### src/rtl/router_mc_top.sv
// Multi-channel packet router: framed byte stream in, one FWFT FIFO per output
// channel, parity/length checking, invalid-address drop, per-channel read timeout.
module router_mc_top #(
    parameter int unsigned NUM_CH  = 3,
    parameter int unsigned DATA_W  = 8,
    parameter int unsigned DEPTH   = 16,
    parameter int unsigned TIMEOUT = 30
) (
    input  logic                       clock,
    input  logic                       resetn,
    input  logic                       pkt_valid,
    input  logic [DATA_W-1:0]          data_in,
    input  logic [NUM_CH-1:0]          read_enb,
    output logic [NUM_CH*DATA_W-1:0]   data_out,
    output logic [NUM_CH-1:0]          valid_out,
    output logic                       busy,
    output logic                       error
);

    localparam int unsigned ADDR_W = ($clog2(NUM_CH) > 1) ? $clog2(NUM_CH) : 1;
    localparam int unsigned CH_PAD = 32'd1 << ADDR_W;
    localparam int unsigned LEN_W  = DATA_W - ADDR_W;
    localparam int unsigned CNT_W  = LEN_W + 1;
    localparam int unsigned PTR_W  = $clog2(DEPTH);
    localparam int unsigned FCNT_W = PTR_W + 1;
    localparam int unsigned TMR_W  = $clog2(TIMEOUT + 1);

    typedef enum logic [1:0] {
        S_IDLE  = 2'd0,
        S_LOAD  = 2'd1,
        S_CHECK = 2'd2,
        S_DROP  = 2'd3
    } state_t;

    state_t              state, state_nxt;
    logic [ADDR_W-1:0]   dest, dest_nxt, wr_ch;
    logic [LEN_W-1:0]    len_q, len_nxt;
    logic [CNT_W-1:0]    cnt, cnt_nxt;
    logic [DATA_W-1:0]   par, par_nxt;
    logic                err_nxt;
    logic                wr_en;

    logic [ADDR_W-1:0]   hdr_addr;
    logic [LEN_W-1:0]    hdr_len;
    logic                addr_ok;

    logic [NUM_CH-1:0]   full, pop, flush, push;
    logic [CH_PAD-1:0]   full_pad, flush_pad;

    logic [DATA_W-1:0]   mem    [NUM_CH][DEPTH];
    logic [PTR_W-1:0]    wr_ptr [NUM_CH];
    logic [PTR_W-1:0]    rd_ptr [NUM_CH];
    logic [FCNT_W-1:0]   fcount [NUM_CH];
    logic [TMR_W-1:0]    timer  [NUM_CH];

    // Header field split; address range check widened so NUM_CH never truncates
    assign hdr_addr  = data_in[ADDR_W-1:0];
    assign hdr_len   = data_in[DATA_W-1:ADDR_W];
    assign addr_ok   = {1'b0, hdr_addr} < (ADDR_W + 1)'(NUM_CH);
    assign full_pad  = CH_PAD'(full);
    assign flush_pad = CH_PAD'(flush);

    // Per-channel status, pop/flush decode and FWFT head output
    always_comb begin
        full      = '0;
        pop       = '0;
        flush     = '0;
        valid_out = '0;
        data_out  = '0;
        for (int i = 0; i < int'(NUM_CH); i++) begin
            valid_out[i] = (fcount[i] != '0);
            full[i]      = (fcount[i] == FCNT_W'(DEPTH));
            pop[i]       = read_enb[i] & valid_out[i];
            flush[i]     = valid_out[i] & ~read_enb[i] & (timer[i] == TMR_W'(TIMEOUT - 1));
            if (valid_out[i]) begin
                data_out[i*DATA_W +: DATA_W] = mem[i][rd_ptr[i]];
            end
        end
    end

    // Framing FSM: next state, busy, FIFO write request and packet bookkeeping
    always_comb begin
        state_nxt = state;
        dest_nxt  = dest;
        len_nxt   = len_q;
        cnt_nxt   = cnt;
        par_nxt   = par;
        err_nxt   = error;
        busy      = 1'b0;
        wr_en     = 1'b0;
        wr_ch     = dest;
        case (state)
            S_IDLE: begin
                wr_ch = hdr_addr;
                if (pkt_valid) begin
                    if (!addr_ok) begin
                        err_nxt   = 1'b0;
                        state_nxt = S_DROP;
                    end else if (full_pad[hdr_addr]) begin
                        busy = 1'b1;
                    end else begin
                        wr_en     = 1'b1;
                        dest_nxt  = hdr_addr;
                        len_nxt   = hdr_len;
                        par_nxt   = data_in;
                        cnt_nxt   = '0;
                        err_nxt   = 1'b0;
                        // a header lost to a same-cycle flush makes the packet useless
                        state_nxt = flush_pad[hdr_addr] ? S_DROP : S_LOAD;
                    end
                end
            end
            S_LOAD: begin
                if (full_pad[dest]) begin
                    busy = 1'b1;
                    if (flush_pad[dest]) begin
                        state_nxt = S_DROP;
                    end
                end else begin
                    wr_en   = 1'b1;
                    par_nxt = par ^ data_in;
                    if (pkt_valid) begin
                        cnt_nxt = (cnt == '1) ? cnt : cnt + 1'b1;
                        if (flush_pad[dest]) begin
                            state_nxt = S_DROP;
                        end
                    end else if (flush_pad[dest]) begin
                        // parity beat lost to the flush: packet ends bad right here
                        err_nxt   = 1'b1;
                        state_nxt = S_IDLE;
                    end else begin
                        state_nxt = S_CHECK;
                    end
                end
            end
            S_CHECK: begin
                busy      = 1'b1;
                err_nxt   = (par != '0) || (cnt != CNT_W'(len_q));
                state_nxt = S_IDLE;
            end
            S_DROP: begin
                if (!pkt_valid) begin
                    err_nxt   = 1'b1;
                    state_nxt = S_IDLE;
                end
            end
            default: state_nxt = S_IDLE;
        endcase
    end

    // Write strobe per channel; a flush wins over a same-cycle write
    always_comb begin
        push = '0;
        for (int i = 0; i < int'(NUM_CH); i++) begin
            push[i] = wr_en & (wr_ch == ADDR_W'(i)) & ~flush[i];
        end
    end

    // FSM and packet registers
    always_ff @(posedge clock or negedge resetn) begin
        if (!resetn) begin
            state <= S_IDLE;
            dest  <= '0;
            len_q <= '0;
            cnt   <= '0;
            par   <= '0;
            error <= 1'b0;
        end else begin
            state <= state_nxt;
            dest  <= dest_nxt;
            len_q <= len_nxt;
            cnt   <= cnt_nxt;
            par   <= par_nxt;
            error <= err_nxt;
        end
    end

    // FIFO pointers, occupancy and read-timeout timers
    always_ff @(posedge clock or negedge resetn) begin
        if (!resetn) begin
            for (int i = 0; i < int'(NUM_CH); i++) begin
                wr_ptr[i] <= '0;
                rd_ptr[i] <= '0;
                fcount[i] <= '0;
                timer[i]  <= '0;
            end
        end else begin
            for (int i = 0; i < int'(NUM_CH); i++) begin
                if (flush[i]) begin
                    wr_ptr[i] <= '0;
                    rd_ptr[i] <= '0;
                    fcount[i] <= '0;
                    timer[i]  <= '0;
                end else begin
                    if (push[i]) begin
                        wr_ptr[i] <= wr_ptr[i] + 1'b1;
                    end
                    if (pop[i]) begin
                        rd_ptr[i] <= rd_ptr[i] + 1'b1;
                    end
                    if (push[i] && !pop[i]) begin
                        fcount[i] <= fcount[i] + 1'b1;
                    end else if (!push[i] && pop[i]) begin
                        fcount[i] <= fcount[i] - 1'b1;
                    end
                    if (!valid_out[i] || pop[i]) begin
                        timer[i] <= '0;
                    end else begin
                        timer[i] <= timer[i] + 1'b1;
                    end
                end
            end
        end
    end

    // FIFO storage; contents only observable while the channel is non-empty
    always_ff @(posedge clock) begin
        for (int i = 0; i < int'(NUM_CH); i++) begin
            if (push[i]) begin
                mem[i][wr_ptr[i]] <= data_in;
            end
        end
    end

endmodule

### config.mk
export PLATFORM = sky130hd
export DESIGN_NAME = router_mc_top
export DESIGN_NICKNAME = d
export VERILOG_FILES = /design/src/rtl/router_mc_top.sv
export SDC_FILE = /design/constraint.sdc
export NUM_CORES = 1
export LEC_CHECK = 0
export ABC_AREA = 1
export CORE_ASPECT_RATIO = 0.6
export CORE_MARGIN = 4
export CORE_UTILIZATION = 47
export CTS_CLUSTER_SIZE = 12
export DETAILED_ROUTE_END_ITERATION = 8
export SYNTH_ARGS = -nofsm -noshare
export SYNTH_HDL_FRONTEND = slang
export SYNTH_SLANG_ARGS = --single-unit
### constraint.sdc
create_clock -name clock -period 2.9 [get_ports clock]
set_input_delay 0.58 -clock clock [delete_from_list [all_inputs] [get_ports clock]]
set_output_delay 0.58 -clock clock [all_outputs]
set_load 0.02 [all_outputs]
==> results of run 1 <==
[through the flow]
stage,instances,TNS [ns],worst slack [ns],total power (uW),hold WS (ns)
final,2472,0,0.0506,24200,0.0680
after global routing,2472,-0.155,-0.0515,25800,0.103
after CTS,2464,0,0.00142,23800,0.0830
after detailed placement,2377,-0.377,-0.146,18100,0.478
after global placement,2377,-0.426,-0.0469,18000,0.474
after floorplan,1711,0,0.327,14200,0.284
[worst max-delay path, stage by stage, from the launching register on]
cell and delay [ns]:
dfrtp_2 0.48, clkinv_4 0.11, bufbuf_16 0.31, o21ai_0 0.10, o22ai_1 0.26, o21ai_1 0.10
a21oi_1 0.15, buf_2 0.19
[flip-flops by register name, summed over array words and instances (netlist names)]
register,count
wr_ptr,12
len_q,6
fcount,15
state,2
cnt,7
par,8
rd_ptr,12
mem,384
timer,15
dest,2
error,1
[power by group through the flow]
stage / Sequential, uW / Combinational [uW] / Clock [uW]
2_1_floorplan: 8430 / 5810 / 0
3_3_place_gp: 8550 / 9440 / 0
3_5_place_dp: 8570 / 9550 / 0
4_1_cts: 8450 / 9650 / 5710
5_1_grt: 8560 / 11200 / 5990
6_report: 8490 / 10200 / 5590
[what timing repair did]
| action | 4_1_cts | 5_1_grt |
|---|---|---|
| setup endpoints to repair | 25 | 25 |
| buffers inserted | 0 | 3 |
| cloned | 3 | 5 |
| pin swaps | 7 | 16 |
| resized for setup | 127 | 53 |
[routing by layer]
| metal | vias to the layer above | GRT usage (%) | part of all wire [%] |
|---|---|---|---|
| met1 | 6804 | 36.0 | 49 |
| met3 | 62 | 4.33 | 8.1 |
| li1 | 6457 | - | - |
| met4 | 0 | 4.83 | 1.7 |
| met2 | 550 | 31.1 | 41 |
| met5 | - | 0 | 0 |
[layout make-up]
class	instances	area (sq um)
Fill cell	3415	17600
Sequential cell	464	13500
Multi-Input combinational cell	1080	5720
Timing Repair Buffer	193	1750
Clock buffer	82	1350
Tap cell	560	701
Inverter	91	360
Clock inverter	2	20.0
[Yosys cell counts (21+ instances only)]
master	instances
edfxtp_1	384
nor2_1	289
o21ai_0	236
nand2_1	197
nand3_1	83
dfrtp_1	80
inv_1	71
clkbuf_1	70
o22ai_1	60
o221ai_1	44
a21oi_1	41
ha_1	34
xor2_1	28
nor3_1	21
[cells by family (layout without fill, tap and decap cells)]
group | Yosys count | after routing
buffers and inverters | 167 | 368
AND/OR/NAND/NOR | 618 | 618
XOR/XNOR | 34 | 34
adder cells (fa/ha/maj) | 37 | 37
flip-flops | 464 | 464
AO/OA/AOI/OAI | 391 | 391
[how the worst max path moves through the flow]
stage,end,depth (start not counted),slack [ns]
final,data_out[6],7,0.05
after global routing,data_out[7],9,-0.05
after CTS,data_out[4],7,0.001
after detailed placement,fcount[9]$_DFFE_PN0P_,15,-0.15
after global placement,fcount[14]$_DFFE_PN0P_,15,-0.05
after floorplan,fcount[14]$_DFFE_PN0P_,15,0.33
==> out/metrics.cfg, run 1 <==
[drt]
via_count = 13900
drt-total-wl_um = 51500
detail_route.iter0.violations = 1645
detail_route.drc_violations = 0
antenna_left = 0
routedWlPerCell_um = 20.8
viasPerCell = 5.61
drt_pass1_iterations = 5

[grt]
grt.total_usage_pct = 22.3
grt_pass1_vias = 13600
grt_pass1_wl_um = 79300
overflow = 0
grt_max_degree = 51
antenna_found_initial = 1

[logic_synthesis]
syn_area_per_cell_sq_um = 11.6
synth_top_cell_area_share_pct = 58.3
synth_ff_type = edfxtp_1
syn_area_sq_um = 19800
synth-adder-area-share_pct = 2.46
synth_top_family_by_area = simple AND/OR/NAND/NOR gates
yosys-top-cells-area = edfxtp_1 (58%), dfrtp_1 (10%), o21ai_0 (6.0%)
ys_types = 39
synth-xor-area-share_pct = 1.51
syn_nets = 1762
synth_warnings = 0
seq_area_frac_synth_pct = 68.5
syn_inst = 1711
yosysTopAreaCell = edfxtp_1
synth.area.mux_share_pct = 0
synth_compound_area_share_pct = 11.3
synth_edf_count = 384
ys_async_sr_fraction_pct = 17.2
yosys.area_share.simple_pct = 13.1
ys_ff_latch = 464

[cells_and_area]
fin_nets = 1927
final_cell_mix = edfxtp_1 (384), nor2_1 (285), o21ai_0 (227), nand2_1 (197), buf_4 (140)
layout-drive-gt1-share_pct = 16.0
final_common_cell = edfxtp_1
synthToLayoutAreaGrowth_pct = 18.6
postLayoutCoreUtil_pct = 57.2
diodes = 0
fin_area_sq_um = 23400

[placement]
portBuffers = 42
dp_hpwl_um = 31800
gp_congestion = 0.840
placed_cell_area_sq_um = 21700

[worst_setup_path]
cp-end-kind = output pin
r2r-end = fcount[9]$_DFFE_PN0P_
crit_start = rd_ptr[8]$_DFFE_PN0P_
worstPathArrival_ns = 2.27
cp-start-kind = register
rr_startpoint = fcount[5]$_DFFE_PN0P_
r2r_slack_ns = 0.25
path_class = register to output pin
required_ns = 2.32
path_max_fanout = 24
worst-r2r-cell-count = 15

[timing]
fin_crit_sh_pct = 98.3
fmax_mhz = 351
rsz0062_at_grt = yes
tightest_slew_ns = 0.885
final.min_clock_period_ns = 2.85
finalMaxSlewViolations = 0
fin_worst_skew_ns = 0.0153
report.final.hold_viol_count = 0
max_slew_margin_pct = 41.0
final-setup-viol-count = 0

[cts]
cts_buffers = 46
h-tree-depth = 2
cts-hold-fix-buffers = 0
clkSinkCount = 464
worst_skew_pair.late_latency_ns = 0.57
clockBufferDepth = 3
clk_pin_slew_worst_paths_ns = 0.06
cts_tree = yes
cts_root_buf = clkbuf_16

[power_and_ir_drop]
pwr-share-seq_pct = 35.0
vdd_drop_max_v = 0.000535
pwr-share-comb_pct = 41.9
swShare_pct = 38.7
switchingPower_uw = 9390
p_leak_uw = 0.00868
pwr-share-clk_pct = 23.1
internal_power_uw = 14900
powerDensity_nw_per_um2 = 1030

[job]
cap_violations = 0

[floorplanning]
initial_core_util_pct = 48.2
core_area_sq_um = 41000
die_h_um = 167
ios = 43
fp-row-count = 57
die_w_um = 273
dieArea_sq_um = 45500

[run_status]
status = complete, no violations

[worst_hold_path]
hold_class = input pin to async pin

Note: power is estimated with default switching activity, not from simulation.
==> inputs of run 2 (changes only) <==
Settings changed: SKIP_LAST_GASP set to 1.
==> run 2 against run 1 <==
Wire length hardly changed. Non-clock buffer count is 1 higher. Die area stayed put. Register-to-register slack hardly changed. Clock-buffer cell count stayed put. Sequential share of layout area hardly changed. Final cell count hardly changed. Final area hardly changed. Critical path type unchanged. Critical endpoint is now data_out[22]. Largest cell class unchanged. Largest power group unchanged.
==> out/metrics.cfg, run 2 (synthesized netlist as in run 1, its figures left out) <==
[grt]
grt.busiest_layer = met1
grt_pass1_vias = 13600
met1_usage_pct = 36.0
grt.total_usage_pct = 22.3
grt_pass1_wl_um = 79300
overflow = 0
grt_max_degree = 51
grt_use_met3_pct = 4.33
antenna_found_initial = 1
met2_usage_pct = 31.1

[power_and_ir_drop]
p_leak_uw = 0.00868
powerDensity_nw_per_um2 = 1030
vdd_drop_max_v = 0.000535

[cts]
cts_buffers = 46
h-tree-depth = 2
cts_tree = yes
clkSinkCount = 464
cts_root_buf = clkbuf_16
clockBufferDepth = 3
cts-hold-fix-buffers = 0
worst_skew_pair.late_latency_ns = 0.56
clk_pin_slew_worst_paths_ns = 0.06

[cells_and_area]
fin_nets = 1928
final_common_cell = edfxtp_1
postLayoutCoreUtil_pct = 57.2
diodes = 0
largest_reg_flops = 384
layout-drive-gt1-share_pct = 16.2
synthToLayoutAreaGrowth_pct = 18.6
fin_area_sq_um = 23500
finalNonFillerCells = 2473
final_cell_mix = edfxtp_1 (384), nor2_1 (285), o21ai_0 (227), nand2_1 (197), buf_4 (136)

[timing]
rsz0062_at_grt = yes
fin_crit_sh_pct = 97.9
max_slew_margin_pct = 40.8
final-setup-viol-count = 0
fmax_mhz = 352
final.min_clock_period_ns = 2.84
fin_ws_ns = 0.0599
fin_worst_skew_ns = 0.0143
report.final.hold_viol_count = 0
tightest_slew_ns = 0.888
finalMaxSlewViolations = 0

[floorplanning]
die_w_um = 273
dieArea_sq_um = 45500
core_area_sq_um = 41000
fp-row-count = 57
initial_core_util_pct = 48.2
die_h_um = 167
ios = 43

[worst_setup_path]
r2r-end = fcount[9]$_DFFE_PN0P_
cp-start-kind = register
required_ns = 2.32
cp-end-kind = output pin
r2r_slack_ns = 0.25
rr_startpoint = fcount[5]$_DFFE_PN0P_
path_class = register to output pin
path_max_fanout = 16
worst-r2r-cell-count = 15
worstPathArrival_ns = 2.26

[placement]
placed_cell_area_sq_um = 21700
portBuffers = 42
dp.cells = 2377
place_ws_ns = -0.146
dp_hpwl_um = 31800
gp_congestion = 0.840

[drt]
viasPerCell = 5.61
drt_pass1_iterations = 6
drt-total-wl_um = 51500
routedWlPerCell_um = 20.8
antenna_left = 0
detail_route.iter0.violations = 1565
via_count = 13900
detail_route.drc_violations = 0

[worst_hold_path]
hold_class = input pin to async pin

[run_status]
status = complete, no violations

[job]
cap_violations = 0

## run 2: cell count changes in the layout (fill, tap and decap cells not counted), sizes merged
cell	previous run	this run
buf	178	180
bufbuf	2	1
## run 2: worst max-delay path, stage by stage, from the launching register on
cell	delay, ns
dfrtp_2	0.47
clkinv_4	0.09
buf_4	0.21
o21ai_0	0.10
o221ai_1	0.33
nand3_1	0.13
a21oi_1	0.20
buf_4	0.17
## run 2: final cells by class
| class | count | area (sq um) |
|---|---|---|
| Tap cell | 560 | 701 |
| Clock inverter | 2 | 20.0 |
| Fill cell | 3413 | 17600 |
| Inverter | 91 | 360 |
| Clock buffer | 82 | 1350 |
| Multi-Input combinational cell | 1080 | 5740 |
| Timing Repair Buffer | 194 | 1750 |
| Sequential cell | 464 | 13500 |
## run 2: how the worst max path moves through the flow
stage / depth (start not counted) / start / endpoint
after CTS: 7 / fcount[0]$_DFFE_PN0P_ / busy
after global placement: 15 / pkt_valid / fcount[14]$_DFFE_PN0P_
final: 7 / rd_ptr[0]$_DFFE_PN0P_ / data_out[22]
after detailed placement: 15 / pkt_valid / fcount[9]$_DFFE_PN0P_
after floorplan: 15 / fcount[10]$_DFFE_PN0P_ / fcount[14]$_DFFE_PN0P_
after global routing: 9 / rd_ptr[0]$_DFFE_PN0P_ / data_out[20]
## run 2: through the flow
step	hold WS (ns)	TNS, ns	total power (uW)
after floorplan	0.284	0	14200
after detailed placement	0.478	-0.377	18100
final	0.0651	0	24200
after CTS	0.0830	-0.0716	23800
after global placement	0.474	-0.426	18000
after global routing	0.103	-0.176	25800
## run 2: routing by layer
layer  wire [um]  vias to the layer above
met3        4480                       64
met2       21200                      562
li1            -                     6460
met4         888                        0
met1       24900                     6789
met5           0                        -
## run 2: power by group
| group | internal, uW | switching (uW) |
|---|---|---|
| Combinational | 3780 | 6400 |
| Sequential | 7930 | 548 |
| Clock | 3130 | 2460 |
| Total | 14800 | 9400 |
## run 2: repair_timing
action | CTS | global route
endpoints found under the setup margin | 25 | 27
gates cloned | 3 | 5
resized for setup | 125 | 56
buffers inserted | 0 | 4
pin swaps | 7 | 17
